==> src/rtl/bcd_serial_adder_pkg.sv <==
// Shared types and constants for the serial BCD adder.
// Used by bcd_digit_add and by the bcd_serial_adder top level.
package bcd_serial_adder_pkg;

    localparam int BCD_DIGIT_W = 4;

    localparam logic [BCD_DIGIT_W-1:0] BCD_MAX  = 4'd9;
    localparam logic [BCD_DIGIT_W-1:0] BCD_CORR = 4'd6;

    typedef enum logic [1:0] {
        IDLE = 2'd0,
        RUN  = 2'd1,
        DONE = 2'd2
    } state_t;

    function automatic logic bcd_valid(input logic [BCD_DIGIT_W-1:0] d);
        return d <= BCD_MAX;
    endfunction

endpackage

==> src/rtl/bcd_serial_adder_digit_add.sv <==
// Single-digit decimal adder: binary add, then +6 correction when the raw sum exceeds 9.
// Out-of-range inputs still go through the same arithmetic; they are only flagged.
module bcd_digit_add
    import bcd_serial_adder_pkg::*;
(
    input  logic [BCD_DIGIT_W-1:0] a_i,
    input  logic [BCD_DIGIT_W-1:0] b_i,
    input  logic                   c_i,
    output logic [BCD_DIGIT_W-1:0] s_o,
    output logic                   c_o,
    output logic                   inv_o
);

    logic [BCD_DIGIT_W:0] raw;

    always_comb begin
        raw   = {1'b0, a_i} + {1'b0, b_i} + {{BCD_DIGIT_W{1'b0}}, c_i};
        c_o   = raw > {1'b0, BCD_MAX};
        // Dropping bit 4 after the +6 is exactly the decimal wrap for raw 10..19.
        s_o   = c_o ? (raw[BCD_DIGIT_W-1:0] + BCD_CORR) : raw[BCD_DIGIT_W-1:0];
        inv_o = !bcd_valid(a_i) || !bcd_valid(b_i);
    end

endmodule

==> src/rtl/bcd_serial_adder.sv <==
// Digit-serial BCD adder, one digit per clock, LSD first; done pulses one cycle after the last digit.
// Define BCD_SUB_EN to add the sub port (nine's-complement subtract with forced carry-in).
module bcd_serial_adder
    import bcd_serial_adder_pkg::*;
#(
    parameter int DIGITS = 4
) (
    input  logic                          clk,
    input  logic                          rst,
    input  logic                          start,
    input  logic [BCD_DIGIT_W*DIGITS-1:0] a,
    input  logic [BCD_DIGIT_W*DIGITS-1:0] b,
    input  logic                          cin,
`ifdef BCD_SUB_EN
    input  logic                          sub,
`endif
    output logic                          busy,
    output logic                          done,
    output logic [BCD_DIGIT_W*DIGITS-1:0] sum,
    output logic                          cout,
    output logic                          err
);

    localparam int                IDX_W    = (DIGITS > 1) ? $clog2(DIGITS) : 1;
    localparam logic [IDX_W-1:0]  LAST_IDX = IDX_W'(DIGITS - 1);

    state_t state_q, state_d;

    logic [DIGITS-1:0][BCD_DIGIT_W-1:0] a_q, b_q, sum_q;
    logic [IDX_W-1:0]                   idx_q;
    logic                               carry_q, cout_q, err_q;

    logic                   accept, run, last;
    logic                   init_carry;
    logic [BCD_DIGIT_W-1:0] a_dig, b_dig, d_sum;
    logic                   d_carry, d_inv;

    assign accept = (state_q == IDLE) && start;
    assign run    = (state_q == RUN);
    assign last   = (idx_q == LAST_IDX);
    assign a_dig  = a_q[idx_q];

`ifdef BCD_SUB_EN
    logic sub_q;

    always_ff @(posedge clk or posedge rst) begin
        if (rst)         sub_q <= 1'b0;
        else if (accept) sub_q <= sub;
    end

    // A - B == A + (nine's complement of B) + 1; cin plays no part in a subtract.
    assign init_carry = sub | cin;
    assign b_dig      = sub_q ? (BCD_MAX - b_q[idx_q]) : b_q[idx_q];
`else
    assign init_carry = cin;
    assign b_dig      = b_q[idx_q];
`endif

    bcd_digit_add u_digit (
        .a_i   (a_dig),
        .b_i   (b_dig),
        .c_i   (carry_q),
        .s_o   (d_sum),
        .c_o   (d_carry),
        .inv_o (d_inv)
    );

    always_ff @(posedge clk or posedge rst) begin
        if (rst) state_q <= IDLE;
        else     state_q <= state_d;
    end

    always_comb begin
        state_d = state_q;
        unique case (state_q)
            IDLE:    if (start) state_d = RUN;
            RUN:     if (last)  state_d = DONE;
            DONE:    state_d = IDLE;
            default: state_d = IDLE;
        endcase
    end

    always_ff @(posedge clk or posedge rst) begin
        if (rst) begin
            a_q     <= '0;
            b_q     <= '0;
            sum_q   <= '0;
            idx_q   <= '0;
            carry_q <= 1'b0;
            cout_q  <= 1'b0;
            err_q   <= 1'b0;
        end else if (accept) begin
            a_q     <= a;
            b_q     <= b;
            sum_q   <= '0;
            idx_q   <= '0;
            carry_q <= init_carry;
            cout_q  <= 1'b0;
            err_q   <= 1'b0;
        end else if (run) begin
            sum_q[idx_q] <= d_sum;
            carry_q      <= d_carry;
            err_q        <= err_q | d_inv;
            // cout is captured with the last digit so it is already valid in DONE.
            if (last) cout_q <= d_carry;
            else      idx_q  <= idx_q + IDX_W'(1);
        end
    end

    assign busy = run;
    assign done = (state_q == DONE);
    assign sum  = sum_q;
    assign cout = cout_q;
    assign err  = err_q;

endmodule

==> config.mk <==
export PLATFORM = sky130hd
export DESIGN_NAME = bcd_serial_adder
export DESIGN_NICKNAME = d
export VERILOG_FILES = /design/src/rtl/bcd_serial_adder_pkg.sv /design/src/rtl/bcd_serial_adder_digit_add.sv /design/src/rtl/bcd_serial_adder.sv
export SDC_FILE = /design/constraint.sdc
export NUM_CORES = 1
export LEC_CHECK = 0
export ABC_AREA = 1
export ABC_CLOCK_PERIOD_IN_PS = 8050
export CELL_PAD_IN_SITES_DETAIL_PLACEMENT = 0
export CELL_PAD_IN_SITES_GLOBAL_PLACEMENT = 1
export CORE_ASPECT_RATIO = 0.5
export CORE_UTILIZATION = 41
export CTS_CLUSTER_SIZE = 16
export DETAILED_ROUTE_END_ITERATION = 6
export PLACE_DENSITY_LB_ADDON = 0.1
export SLEW_MARGIN = 20
export SYNTH_ARGS = -nofsm -noshare
export SYNTH_HDL_FRONTEND = slang
export SYNTH_SLANG_ARGS = --single-unit
==> constraint.sdc <==
create_clock -name clk -period 8.05 [get_ports clk]
set_input_delay 1.2075 -clock clk [delete_from_list [all_inputs] [get_ports clk]]
set_output_delay 1.2075 -clock clk [all_outputs]
set_load 0.01 [all_outputs]
==> Yosys cells after proc, flatten, opt, wreduce, memory -nomap -nowiden <==
Index checks and enable logic that the tools add are counted.
{ "word_totals": {"reg_bits": 55} }
{ "op_classes": {"muxes": 23, "n_bitwise": 1, "n_reduce_logical": 11, "n_eq_ne": 6, "magnitude_cmp": 5, "n_addsub": 4} }
{ "ops": {"columns": ["op", "n"], "rows": [
  ["16-bit two-way mux", 2],
  ["4-bit binary-select mux with 2-bit select", 2],
  ["16-bit bitwise mux", 1],
  ["4-bit two-way mux", 4],
  ["2-bit two-way mux", 5],
  ["4-bit demux with 2-bit select", 1],
  ["4-bit less-or-equal comparator, second input constant", 2],
  ["1-bit two-way mux", 7],
  ["2-bit AND reduction", 3],
  ["4-bit by 4-bit adder with 5-bit output", 1],
  ["5-bit by 1-bit adder with 5-bit output", 1],
  ["5-bit by 4-bit greater-than comparator with 1-bit output, second input constant", 1],
  ["4-bit by 3-bit adder with 4-bit output, second input constant", 1],
  ["2-bit == test, second input constant", 2],
  ["2-bit inequality test, second input constant", 2],
  ["2-bit case mux with 2 select lines", 1],
  ["2-bit nonzero test", 2],
  ["2-bit by 3-bit less-than comparator with 1-bit output, second input constant", 1],
  ["2-bit by 1-bit adder with 2-bit output, second input constant", 1],
  ["2-bit by 1-bit == test with 1-bit output, second input constant", 1],
  ["2-bit by 1-bit greater-or-equal comparator with 1-bit output, second input constant", 1],
  ["1-bit logical AND", 2],
  ["1-bit zero test", 2],
  ["2-bit zero test", 1],
  ["3 further kinds", 3]
]} }

==> Logic depth before layout (Yosys ltp) <==
{ "depth": {"ltp_word": 9, "ltp_mapped": 20} }

==> Cells and area by module <==
Synthesis repeated with hierarchy kept, for this count alone.
{ "hier_totals": {"cells_unflattened": 371, "hier_area_um2": 2962.8} }
{ "by_module_without_submodules": {"columns": ["module", "n_inst", "seq_area_each_um2", "cells_per_inst", "area_each_um2"], "rows": [
  ["bcd_serial_adder", 1, 1376.3, 321, 2648.8],
  ["bcd_digit_add", 1, 0.0, 50, 314.1]
]} }

==> Worst setup path before layout <==
Ideal clock, no wire load.
{ "synth_timing": {"path_type": "reg-to-reg", "from": "reg idx_q[0]", "to": "reg sum_q, in the netlist sum[11]", "path_stages_with_launch": 17, "arrival_time_ns": 2.787, "period_less_slack_ns": 2.904, "setup_slack_ns": 5.146, "path_cell_list": "dfrtp_1 buf_6 buf_4 o21ai_0 o22ai_1 fa_1 fa_1 inv_1 ha_1 inv_1 nor2_1 a21oi_4 nand2_2 nand2_4 nand2_4 nand3_1 nand2_1"} }
{ "synth_via": {"elab_chain_cells": 9} }
{ "synth_lines": {"columns": ["item", "line_no", "rtl"], "rows": [
  ["from (decl)", "bcd_serial_adder.sv:30", "logic [IDX_W-1:0] idx_q;"],
  ["from (signal assigned)", "bcd_serial_adder.sv:106", "else idx_q <= idx_q + IDX_W'(1);"],
  ["4-bit binary-select mux with 2-bit select (on tied branches)", "bcd_serial_adder.sv:41, bcd_serial_adder.sv:56", null],
  ["4-bit two-way mux (on tied branches)", "bcd_serial_adder.sv:41, bcd_serial_adder.sv:56", null],
  ["4-bit by 4-bit adder with 5-bit output", "bcd_serial_adder_digit_add.sv:17", "raw = {1'b0, a_i} + {1'b0, b_i} + {{BCD_DIGIT_W{1'b0}}, c_i};"],
  ["5-bit by 1-bit adder with 5-bit output", "bcd_serial_adder_digit_add.sv:17", null],
  ["4-bit by 3-bit adder with 4-bit output or 5-bit by 4-bit greater-than comparator with 1-bit output (tied branches)", "bcd_serial_adder_digit_add.sv:20, bcd_serial_adder_digit_add.sv:18", null],
  ["4-bit two-way mux", "bcd_serial_adder_digit_add.sv:20", "s_o = c_o ? (raw[BCD_DIGIT_W-1:0] + BCD_CORR) : raw[BCD_DIGIT_W-1:0];"],
  ["16-bit bitwise mux *", "bcd_serial_adder.sv:101", "sum_q[idx_q] <= d_sum;"],
  ["16-bit two-way mux *", "bcd_serial_adder.sv:100", "end else if (run) begin"],
  ["16-bit two-way mux *", "bcd_serial_adder.sv:92", "end else if (accept) begin"],
  ["to (signal, indexed assignment)", "bcd_serial_adder.sv:101", null],
  ["to (decl)", "bcd_serial_adder.sv:29", "logic [DIGITS-1:0][BCD_DIGIT_W-1:0] a_q, b_q, sum_q;"]
]} }
Every way passes the cells marked *; elsewhere a longest branch is shown, timed or not. The select of a mux whose other input is x is not followed.
A chain may end at the register's enable or synchronous reset.

==> Worst setup path after layout <==
{ "layout_timing": {"from": "reg idx_q[0]", "to": "reg sum_q, in the netlist sum[15]"} }
Same word-level chain as after synthesis.

==> results_dict.tcl <==
set metrics [dict create \
    cts_resized 0 \
    clkSinkCount 55 \
    syn_to_final_growth_pct 26.3 \
    r2r_cells 15 \
    crit_family "adder cells" \
    r2r_setup_slack_ns 4.64 \
    routed_wl_um 6180 \
    cts_buffers 5 \
    first_global_vias 2258 \
    synth_cells 354 \
    synthDistinctLibCells 25 \
    critical_path.startpoint_type "flop" \
    numPortBuffers 55 \
    rsz0062_at_grt "no" \
    core_area_um2 6360 \
    crit_cells 15 \
    placed_area_um2 3420 \
    clkLatencyLatePin_ns 0.30 \
    crit_start "idx_q[0]" \
    cts_setup_buffers 0 \
    hold_violations 0 \
    layout.nets 452 \
    fillers 596 \
    dr.pass1.iters 4 \
    initial_core_util_pct 44.4 \
    viasPerCell 4.65 \
    fin_crit_sh_pct 42.3 \
    crit_path_top_delay_cell "dfrtp_1" \
    cts-root-buf "clkbuf_16" \
    ff_latch_area_um2 1380 \
    n_antenna_cell 0 \
    hp-class "reg -> reg" \
    worstPathMaxFanout 21 \
    syn-mean-instance-area_um2 7.97 \
    finalSetupTns_ns 0 \
    worstSetupEndpoint "sum[15]" \
    grt_start_max_net_pins 56 \
    endpoint_kind "flop" \
    drive_above_1_share_pct 7.14 \
    reg2reg_from "idx_q[0]" \
    place_congestion 0.867 \
    worst_pin_slew_ns 0.893 \
    rr_endpoint "sum[15]" \
    finClkSkew_ns 0.0102 \
    worst_slack_ns 4.64 \
    grt_first_pass_wirelength_um 10700 \
    pre_cts_slack_ns 4.68 \
    die_h_um 60.7 \
    tritoncts "yes" \
    dp_hpwl_um 4560 \
    num_vias 2296 \
    synth_warnings 0 \
    report.final.slew_viol_count 0 \
    syn_nets 400 \
    die_w_um 119 \
    critPathRequiredTime_ns 8.23 \
    synth-seq-area-share_pct 48.8 \
    max-cap-violations 0 \
    setup_viol 0 \
    crit_path_cell_trace "inv_8, o21ai_0, o22ai_1, fa_1, fa_1, inv_1, ha_1, inv_1, nor2_1, a21oi_4, nand2_2, nand2_4, nand2_4, nand3_1, nand2_1" \
    std_cell_rows 20 \
    max_stage_delay_ns 0.81 \
    multi_input_area_um2 1260 \
    antenna_found_initial 0 \
    synth_seq_cells 55 \
    ios 56 \
    drtIter0Drc 116 \
    ctsHoldBuffers 0 \
    synth_top_cells_by_area "dfrtp_1 (49%), nand2_1 (23%), nand3_1 (5.7%), ha_1 (3.5%), inv_1 (3.1%)" \
    grt-ovfl-total 0 \
    maxSlewHeadroom_pct 40.4 \
    clockBufferDepth 2 \
    cp.arrival_ns 3.58 \
    ant_nets 0 \
    crit_buf_inv 3 \
    netlist_area_um2 2820 \
    fmaxAchievable_ghz 0.293 \
    drc 0 \
    cts_max_level 2 \
    final_cell_area_um2 3560 \
    grtUsageTotal_pct 19.3 \
    die-area_um2 7240 \
    crit_type "reg -> reg" \
    outcome "finished, final reports clean" \
    synth_top_area_cell "dfrtp_1" \
    clk_pin_slew_ns 0.06 \
    layout_min_cycle_time_ns 3.41 \
    yosysTopAreaCellShare_pct 48.8 \
    wl_per_cell_um 12.5 \
]
==> synth_stat cells (all sizes together) <==
library cell and n:
nand2 181, dfrtp 55, nand3 34, inv 27
nor2 14, o21ai 14, buf 11, ha 8
o22ai 4, a21oi 3, fa 2, nand3b 1
==> registers in the layout (all words and copies together) (netlist names) <==
register and flops:
a_q 16, b_q 16, carry_q 1, cout 1, err 1, idx_q 2, state_q 2, sum 16
==> tightest hold or removal path: stages (launching register included) <==
cell and delay (ns):
dfrtp_1 0.34, nand2_1 0.05, nand2_1 0.05
==> per-layer routing <==
layer  up-vias  wire, um  GRT usage, %
li1       1200         -             -
met1      1039      3180          26.6
met2        50      2650          31.6
met3         7       290          4.61
met4         0        58          4.46
met5         -         0             0
==> layout by cell type (no fill, tap or decap), drive strengths merged <==
cell type,n
nand3,34
clkdlybuf4s50,55
inv,27
ha,8
clkbuf,6
dfrtp,55
nor2,14
buf,1
a21oi,3
clkinv,1
nand2,181
o21ai,14
nand3b,1
fa,2
o22ai,4
==> area by class of cell <==
class                           count  area share, %
Tap cell                           88           3.09
Inverter                           27           3.13
Multi-Input combinational cell    261           35.4
Sequential cell                    55           38.6
Clock inverter                      1          0.140
Timing Repair Buffer               56           15.7
Clock buffer                        6           3.90
==> kinds of logic after synthesis <==
family	share of synthesized area, %
AO/OA/AOI/OAI	5.41
adder cells (fa/ha/maj)	4.97
flip-flops	48.8
AND/OR/NAND/NOR	34.4
buffers and inverters	6.47
==> worst min path at each step <==
| stage | cells past startpoint | from | endpoint | slack (ns) |
|---|---|---|---|---|
| final | 2 | sum[11] | sum[11] | 0.48 |
| after global routing | 2 | sum[6] | sum[6] | 0.51 |
| after CTS | 2 | sum[11] | sum[11] | 0.49 |
| after detailed placement | 2 | a_q[11] | a_q[11] | 0.47 |
| after global placement | 2 | a_q[11] | a_q[11] | 0.46 |
| after floorplan | 2 | a_q[8] | a_q[8] | 0.44 |
==> metrics by stage <==
stage          util, %  hold slack (ns)  std cells
2_1_floorplan        -            0.444        354
3_3_place_gp      53.7            0.461        487
3_5_place_dp      53.8            0.468        487
4_1_cts           56.0            0.486        494
5_1_grt           56.0            0.508        494
6_report          56.0            0.480        494
Power is not shown: default switching activity piles up to over one toggle a cycle in this logic, so the estimate is an artifact.
